File: src/rtl/mem_arb_pkg.sv
// mem_arb_pkg: shared FSM/owner types and counter width for the memory arbiter
package mem_arb_pkg;
  localparam int CW = 4;
  typedef enum logic [1:0] {IDLE, WAIT, RESP} state_t;
  typedef enum logic {OWN_IF, OWN_DM} owner_t;
endpackage

File: src/rtl/mem_arb_pick.sv
// mem_arb_pick: grant select; MEM_ARB_RR_EN gives round-robin, otherwise data-over-fetch priority
module mem_arb_pick import mem_arb_pkg::*; (
  input  logic   if_req,
  input  logic   dm_req,
`ifdef MEM_ARB_RR_EN
  input  owner_t last,
`endif
  output owner_t win
);
`ifdef MEM_ARB_RR_EN
  assign win = (if_req & dm_req) ? (last == OWN_DM ? OWN_IF : OWN_DM) : (dm_req ? OWN_DM : OWN_IF);
`else
  // with no request the pick is irrelevant, so fetch only wins when data is idle
  assign win = (dm_req || !if_req) ? OWN_DM : OWN_IF;
`endif
endmodule

File: src/rtl/mem_arb.sv
// mem_arb: single-port fixed-latency memory arbiter for fetch and load/store; MEM_ARB_RR_EN enables round-robin
module mem_arb import mem_arb_pkg::*; #(
  parameter int LATENCY = 2,
  parameter int AW = 32
) (
  input  logic          i_clk,
  input  logic          i_rst,
  input  logic          i_if_req,
  input  logic [AW-1:0] i_if_addr,
  output logic [31:0]   o_if_rdata,
  output logic          o_if_vld,
  input  logic          i_flush,
  input  logic          i_dm_ren,
  input  logic          i_dm_wen,
  input  logic [AW-1:0] i_dm_addr,
  input  logic [31:0]   i_dm_wdata,
  input  logic [3:0]    i_dm_mask,
  output logic [31:0]   o_dm_rdata,
  output logic          o_dm_vld,
  output logic          o_if_stall,
  output logic          o_dm_stall,
  output logic          o_mem_req,
  output logic          o_mem_we,
  output logic [AW-1:0] o_mem_addr,
  output logic [31:0]   o_mem_wdata,
  output logic [3:0]    o_mem_mask,
  input  logic [31:0]   i_mem_rdata
);
  state_t state;
  owner_t owner, win;
  logic [CW-1:0] cnt;
  logic kill, wr, grant;
`ifdef MEM_ARB_RR_EN
  owner_t last_grant;
`endif
  assign o_if_stall = i_if_req & ~o_if_vld;
  assign o_dm_stall = (i_dm_ren | i_dm_wen) & ~o_dm_vld;
  // stall doubles as "still pending": a requester completing in RESP is not re-granted
  mem_arb_pick u_pick (
    .if_req(o_if_stall),
    .dm_req(o_dm_stall),
`ifdef MEM_ARB_RR_EN
    .last(last_grant),
`endif
    .win(win)
  );
  assign grant = ~i_rst & (state != WAIT) & (o_if_stall | o_dm_stall);
  assign o_mem_req = grant;
  assign o_mem_we = grant & (win == OWN_DM) & i_dm_wen;
  assign o_mem_addr = !grant ? '0 : (win == OWN_DM ? i_dm_addr : i_if_addr);
  assign o_mem_wdata = o_mem_we ? i_dm_wdata : '0;
  assign o_mem_mask = !grant ? 4'h0 : (o_mem_we ? i_dm_mask : 4'hf);
  always_ff @(posedge i_clk) begin
    if (i_rst) begin
      state <= IDLE;
      owner <= OWN_IF;
      cnt <= '0;
      kill <= 1'b0;
      wr <= 1'b0;
      o_if_rdata <= '0;
      o_if_vld <= 1'b0;
      o_dm_rdata <= '0;
      o_dm_vld <= 1'b0;
`ifdef MEM_ARB_RR_EN
      last_grant <= OWN_IF;
`endif
    end else begin
      o_if_vld <= 1'b0;
      o_dm_vld <= 1'b0;
      if (state == WAIT) begin
        kill <= kill | (i_flush & (owner == OWN_IF));
        cnt <= cnt - 1'b1;
        if (cnt == '0) begin
          state <= RESP;
          if (owner == OWN_DM) begin
            o_dm_vld <= 1'b1;
            if (!wr) o_dm_rdata <= i_mem_rdata;
          end else if (!(kill | i_flush)) begin
            o_if_vld <= 1'b1;
            o_if_rdata <= i_mem_rdata;
          end
        end
      end else if (grant) begin
        state <= WAIT;
        owner <= win;
        wr <= o_mem_we;
        cnt <= CW'(LATENCY - 1);
        kill <= i_flush & (win == OWN_IF);
`ifdef MEM_ARB_RR_EN
        last_grant <= win;
`endif
      end else begin
        state <= IDLE;
        kill <= 1'b0;
      end
    end
  end
endmodule
File: config.mk
export PLATFORM = sky130hd
export DESIGN_NAME = mem_arb
export DESIGN_NICKNAME = d
export VERILOG_FILES = /design/src/rtl/mem_arb_pkg.sv /design/src/rtl/mem_arb_pick.sv /design/src/rtl/mem_arb.sv
export SDC_FILE = /design/constraint.sdc
export NUM_CORES = 1
export LEC_CHECK = 0
export ABC_AREA = 1
export BUFFER_PORTS_ARGS = -buffer_cell sky130_fd_sc_hd__buf_2
export CAP_MARGIN = 20
export CORE_AREA = 2 2 106 108
export CTS_BUF_LIST = sky130_fd_sc_hd__clkbuf_4
export DETAILED_ROUTE_END_ITERATION = 8
export DIE_AREA = 0 0 108 110
export PLACE_DENSITY = 0.68
export SLEW_MARGIN = 20
export SYNTH_ARGS = -nofsm -noshare
export SYNTH_HDL_FRONTEND = slang
export SYNTH_SLANG_ARGS = --single-unit
File: constraint.sdc
create_clock -name i_clk -period 1.4 [get_ports i_clk]
set_clock_uncertainty 0.05 [all_clocks]
set_input_delay 0.14 -clock i_clk [delete_from_list [all_inputs] [get_ports i_clk]]
set_output_delay 0.14 -clock i_clk [all_outputs]
set_load 0.03 [all_outputs]
==> results by group, run 1 <==
Clocking
  – Worst-skew pair later-pin latency: 0.41 ns
  – Clk buf depth: 2
  – Clock slew at reported path FFs: 0.12 ns
  – Htree depth: 3
  – Sink Count: 75
  – Root buffer cell: clkbuf_4
  – TritonCTS Buffers: 9
  – TritonCTS clock tree: built

Power
  – Clock share of power: 22.6%
  – Max IR drop VDD: 0.000803 V
  – Sequential share of power: 32.9%
  – Total power: 7.40 mW
  – Int Pwr: 4.62 mW
  – Switching Fraction: 37.5%
  – Net switching power: 2.77 mW
  – P_leak: 3.80 nW
  – Comb pwr share: 44.5%
  – Power Density: 894 nW/µm²

Timing
  – Fin Hold WS: 0.0214 ns
  – Pins Over Slew Limit: 0
  – Crit share post-route: 136%
  – Slew headroom: 78.1%
  – Worst Slack Setup Final: -0.497 ns
  – Final setup vio count: 138
  – RSZ-0062 raised after global routing: yes
  – Post-layout min period: 1.90 ns
  – Final hold viol count: 0
  – Fmax: 527 MHz
  – Setup_tns: -44.35 ns
  – Worst Tran Pin Value: 0.327 ns

Yosys
  – Synth async-reset ratio: 0%
  – Ranking of synthesized cells by area: dfxtp_1 43%, nor2_1 26%, o21ai_0 8.9%, inv_1 5.1%, nor3_1 4.9%
  – Syn nets: 674
  – Synth warn: 0
  – Yosys top cell by area: dfxtp_1
  – Mean Syn Cell Area: 6.50 µm²
  – Cells after Synth: 535
  – Count leader, synth: nor2_1
  – Post-synth cell types: 21
  – EDFF count, synth: 0
  – Register bit total from synthesis: 75
  – Commonest cells in the netlist: 241 x nor2_1, 75 x dfxtp_1, 62 x o21ai_0
  – Share of the synthesized area in the top cell type: 43.2%
  – Cell area after synthesis: 3480 µm²
  – Sequential fraction of the synthesis area: 43.2%
  – Predominant post-synthesis flop cell: dfxtp_1

Placed design
  – Placed Cells: 946
  – Routability cong.: 0.866
  – Post-Place Setup Slack: -0.176 ns
  – Placed instance area: 5810 µm²
  – Detailed placer's ending HPWL: 10.1 mm
  – IO Port Bufs: 275

Critical path
  – Critical Path RT: 1.21 ns
  – CP Capture Type: output port
  – Crit path max-delay family: buffers and inverters
  – CP Depth: 8
  – Reg-to-Reg Start: cnt[1]
  – Crit path max-delay cell type: dfxtp_2
  – Crit path to: o_mem_addr[6]
  – Slowest cell delay on critical path: 0.34 ns
  – Worst R2R Setup Slack: -0.26 ns
  – Critical Path Start: state[0]
  – Crit-path cells: inv_2, nor2_4, nor2_4, buf_6, nand2_8, buf_12, nor3_4, buf_6
  – Critical Path Start Type: flip-flop
  – Buf/Inv on CP: 4
  – R2R depth: 11
  – Data arrival time of the critical path: 1.71 ns
  – Reg-to-reg critical path endpoint: o_dm_rdata[19]
  – WS Path Type: reg -> out
  – Max Fanout on Critical Path: 9

Floorplan
  – Core Area: 10700 µm²
  – Die width: 108 µm
  – Site Rows: 38
  – Die Y: 110 µm
  – Die ar.: 11900 µm²
  – Initial core utilization: 32.5%
  – Ports: 276

Layout
  – Nets: 1027
  – Util after Layout: 77.3%
  – Area growth syn-to-layout: 138%
  – Design area: 8270 µm²
  – Layout cells sized above 1: 65.0%
  – Non-filler cells, final: 1032
  – N_diodes: 0

Min path
  – HP Start: i_rst
  – Hold Path Class: in -> reg

Drt
  – Starting DRT DRC Count: 247
  – DR WL/cell: 17.4 µm
  – Vias per cell: 4.96
  – Router iterations before antenna repair: 4
  – Metal2 WL: 9.71 mm
  – Via count: 5114
  – Max Used Layer: met4
  – DRT antenna net count: 0
  – Routed Wire Length: 18.0 mm
  – DR DRC count: 0
  – Met1 wire length: 6.04 mm
  – Routed wl met3: 1.49 mm

Global route
  – Number of global-route vias before repair: 5157
  – First-pass GRT wire length: 25.8 mm
  – Initial antenna violation count: 0
  – Largest net degree at the start of global routing: 55
  – GRT Util Overall: 28.1%
  – Overflow after GRT: 0

Outcome
  – Failing checks: negative setup slack
  – Outcome: finished, violations left

Run
  – Number of max-cap violations: 0
==> flip-flops by register name (all words and copies together) (netlist names) <==
register,count
owner,1
o_dm_rdata,32
kill,1
wr,1
o_if_rdata,32
cnt,4
o_dm_vld,1
o_if_vld,1
state,2
==> placed cells by master (no fill, tap or decap), types with 5 or more instances in the layout <==
cell type | Yosys | final
buf_2 | 15 | 202
nor2_1 | 241 | 117
nor2_4 | 2 | 83
buf_6 | 5 | 82
dfxtp_1 | 75 | 69
nor2_2 | 1 | 44
inv_1 | 47 | 38
o21ai_2 | 1 | 34
dlygate4sd3_1 | 0 | 33
nor3_4 | 0 | 32
buf_12 | 0 | 21
o21ai_1 | 7 | 19
buf_4 | 1 | 19
o21ai_0 | 62 | 16
buf_16 | 0 | 12
clkbuf_4 | 0 | 10
nand2_1 | 9 | 6
nand3_1 | 8 | 6
inv_4 | 0 | 5
inv_2 | 4 | 5
a21oi_1 | 5 | 5
==> how the worst min path moves through the flow <==
stage | endpoint | slack, ns | cells after the start
global route | kill | 0.02 | 4
floorplan | o_if_rdata[0] | 0.21 | 2
CTS | kill | 0.02 | 4
global placement | o_if_rdata[27] | 0.33 | 3
finish | kill | 0.02 | 4
detailed placement | o_if_rdata[0] | 0.33 | 3
==> layout make-up <==
type | count | area [µm²]
Timing Repair inverter | 4 | 67.6
Clock inverter | 5 | 103
Sequential cell | 75 | 1510
Clock buffer | 10 | 75.1
Inverter | 51 | 236
Timing Repair Buffer | 372 | 3200
Multi-Input combinational cell | 375 | 2900
Fill cell | 684 | 2420
Tap cell | 140 | 175
==> timing repair <==
item,CTS,global route
hold buffers,33,0
gates resized for setup,343,108
gates cloned,17,0
pin swaps,40,46
endpoints found under the hold margin,65,0
setup endpoints to repair,138,143
setup buffers,20,10
==> worst reg2reg max path: cells and delay by family, from the launching register on <==
| kind | cells | cell delay [ns] |
|---|---|---|
| DFF | 1 | 0.34 |
| buffers and inverters | 5 | 0.54 |
| and+or+nand+nor | 5 | 0.51 |
| adders and majority gates | 1 | 0.15 |
==> logic make-up (layout without fill, tap and decap cells) <==
group | Yosys count | count (layout) | synth area share (%)
flops | 75 | 75 | 43.2
fa+ha+maj | 1 | 1 | 0.360
compound gates | 75 | 75 | 10.9
buf+inv | 85 | 442 | 10.9
simple gates | 299 | 299 | 34.7
==> per-layer routing <==
| metal | GRT usage, % | up-vias |
|---|---|---|
| met2 | 52.7 | 247 |
| met3 | 6.94 | 61 |
| met4 | 13.7 | 0 |
| met1 | 29.2 | 2426 |
| li1 | - | 2380 |
| met5 | 0 | - |
==> power groups by stage <==
stage	registers [mW]	clock network, mW	logic [mW]
final	2.43	1.67	3.29
after global routing	2.45	1.79	3.46
after CTS	2.41	1.68	3.07
after detailed placement	2.43	0	2.22
after global placement	2.43	0	2.19
after floorplan	2.70	0	1.23
Power figures use the tool's default switching activity.
==> run 2: changes to the inputs <==
--- a/config.mk
+++ b/config.mk
@@ -8,11 +8,13 @@
 export ABC_AREA = 1
 export BUFFER_PORTS_ARGS = -buffer_cell sky130_fd_sc_hd__buf_2
 export CAP_MARGIN = 20
-export CORE_AREA = 2 2 106 108
+export CELL_PAD_IN_SITES_DETAIL_PLACEMENT = 1
+export CELL_PAD_IN_SITES_GLOBAL_PLACEMENT = 2
+export CORE_ASPECT_RATIO = 0.9
+export CORE_UTILIZATION = 17
 export CTS_BUF_LIST = sky130_fd_sc_hd__clkbuf_4
 export DETAILED_ROUTE_END_ITERATION = 8
-export DIE_AREA = 0 0 108 110
-export PLACE_DENSITY = 0.68
+export PLACE_DENSITY = 0.76
 export SLEW_MARGIN = 20
 export SYNTH_ARGS = -nofsm -noshare
 export SYNTH_HDL_FRONTEND = slang
==> constraint.sdc (replaced) <==
create_clock -name i_clk -period 1.65 [get_ports i_clk]
set_clock_uncertainty 0.05 [all_clocks]
set_input_delay 0.165 -clock i_clk [delete_from_list [all_inputs] [get_ports i_clk]]
set_output_delay 0.165 -clock i_clk [all_outputs]
set_load 0.03 [all_outputs]
==> results by group, run 2 (synthesized netlist as in run 1, its figures left out) <==
Outcome
  – Outcome: finished, violations left
  – Failing checks: design-rule violations, negative setup slack

Power
  – Power Density: 748 nW/µm²
  – Max IR drop VDD: 0.000467 V
  – Total power: 5.43 mW
  – P_leak: 3.52 nW

Critical path
  – WS Path Type: reg -> out
  – Critical Path Start Type: flip-flop
  – Reg-to-reg critical path endpoint: o_if_rdata[31]
  – Critical Path RT: 1.43 ns
  – CP Capture Type: output port
  – Reg-to-Reg Start: cnt[1]
  – Max Fanout on Critical Path: 9
  – Worst R2R Setup Slack: 0.05 ns
  – Data arrival time of the critical path: 1.76 ns
  – R2R depth: 10
  – Critical Path Start: o_dm_vld

Global route
  – First-pass GRT wire length: 25.5 mm
  – Overflow after GRT: 0
  – GRT Util Overall: 15.6%
  – Number of global-route vias before repair: 4629
  – Initial antenna violation count: 2
  – Largest net degree at the start of global routing: 37

Layout
  – Util after Layout: 36.3%
  – Largest regs: o_dm_rdata: 32 flops, o_if_rdata: 32 flops, cnt: 4 flops
  – Area growth syn-to-layout: 109%
  – Layout cells sized above 1: 53.8%
  – Non-filler cells, final: 1135
  – Filler Cells Inserted: 2477
  – Nets: 1014
  – Design area: 7260 µm²
  – N_diodes: 0
  – Commonest non-fill, non-tap cell in the layout: buf_2
  – Commonest cells after routing, fill and taps aside: 205 x buf_2, 184 x nor2_1, 70 x dfxtp_1

Timing
  – Worst Tran Pin Value: 0.364 ns
  – Final hold viol count: 0
  – Pins Over Slew Limit: 0
  – Slew headroom: 75.8%
  – RSZ-0062 raised after global routing: yes
  – Setup_tns: -19.90 ns
  – Fmax: 505 MHz
  – Post-layout min period: 1.98 ns
  – Worst Slack Setup Final: -0.330 ns
  – Final setup vio count: 70
  – Crit share post-route: 120%

Clocking
  – Worst-skew pair later-pin latency: 0.44 ns
  – Root buffer cell: clkbuf_4
  – TritonCTS Buffers: 9
  – Sink Count: 75
  – Clk buf depth: 2
  – Htree depth: 3
  – TritonCTS clock tree: built
  – Clock slew at reported path FFs: 0.13 ns

Placed design
  – Placed instance area: 5740 µm²
  – IO Port Bufs: 275
  – Routability cong.: 0.734
  – Detailed placer's ending HPWL: 12.3 mm
  – Placed Cells: 1063

Drt
  – Starting DRT DRC Count: 138
  – Via count: 4718
  – DR DRC count: 24
  – DRT antenna net count: 0
  – Routed Wire Length: 17.2 mm
  – Vias per cell: 4.16
  – Router iterations before antenna repair: 8
  – DR WL/cell: 15.1 µm

Floorplan
  – Site Rows: 49
  – Core Area: 20000 µm²
  – Die Y: 138 µm
  – Ports: 276
  – Initial core utilization: 17.4%
  – Die width: 153 µm
  – Die ar.: 21000 µm²

Min path
  – Worst Hold Depth: 5
  – Hold Path Class: in -> reg
  – Hold endpoint: kill
  – HP Start: i_rst

Run
  – Number of max-cap violations: 0
==> run 2: cell types whose count changed in the layout (fill, tap and decap cells not counted), sizes merged <==
cell,change
inv,-1
nand3,+1
bufbuf,+1
buf,-15
clkbuf,+2
bufinv,-3
dlygate4sd3,+1
clkinv,+2
==> run 2: how the worst max path moves through the flow <==
| stage | to | depth (start not counted) |
|---|---|---|
| finish | o_mem_addr[30] | 8 |
| global route | o_mem_wdata[31] | 8 |
| CTS | o_mem_addr[2] | 8 |
| detailed placement | o_mem_wdata[28] | 8 |
| global placement | o_mem_addr[7] | 6 |
| floorplan | o_mem_addr[0] | 6 |
==> run 2: report_power, final <==
group,total [mW],internal [mW],switching (mW)
clock network,1.05,0.316,0.732
registers,2.03,1.96,0.0721
logic,2.35,0.980,1.37
==> run 2: cell type report <==
type / count / area, µm² / area share [%]
Clock buffer: 9 / 67.6 / 0.930
Timing Repair Buffer: 362 / 2810 / 38.6
Clock inverter: 7 / 52.6 / 0.723
Sequential cell: 75 / 1510 / 20.8
Multi-Input combinational cell: 376 / 2310 / 31.8
Inverter: 51 / 199 / 2.74
Tap cell: 255 / 319 / 4.39
==> run 2: timing repair <==
| item | in CTS | in global routing |
|---|---|---|
| hold endpoints to repair | 67 | 0 |
| gates cloned | 5 | 4 |
| gates resized for setup | 181 | 77 |
| setup buffers | 8 | 6 |
| hold buffers | 34 | 0 |
| setup endpoints to repair | 84 | 118 |
| pin swaps | 19 | 19 |
==> run 2: metrics by stage <==
| step | hold slack [ns] | setup slack [ns] |
|---|---|---|
| final | 0.122 | -0.330 |
| after global routing | 0.107 | -0.463 |
| after CTS | 0.0754 | -0.379 |
| after detailed placement | 0.359 | -0.0189 |
| after global placement | 0.352 | -0.00222 |
| after floorplan | 0.250 | -0.167 |
==> run 2: critical path, cell delays in order, from the launching register on <==
cell       delay [ns]
dfxtp_2          0.35
inv_2            0.06
o21ai_4          0.09
buf_6            0.15
nand2_8          0.06
nand2_8          0.11
clkbuf_16        0.19
nor3_4           0.16
buf_6            0.15
==> run 2: layer usage <==
layer | part of all wire (%) | track usage [%] | vias to the layer above | routed length [µm]
met2 | 52 | 28.5 | 167 | 8870
li1 | - | - | 2343 | -
met3 | 9.0 | 6.13 | 12 | 1540
met5 | 0.070 | 0 | - | 12
met1 | 39 | 17.2 | 2194 | 6630
met4 | 0.69 | 2.86 | 2 | 119
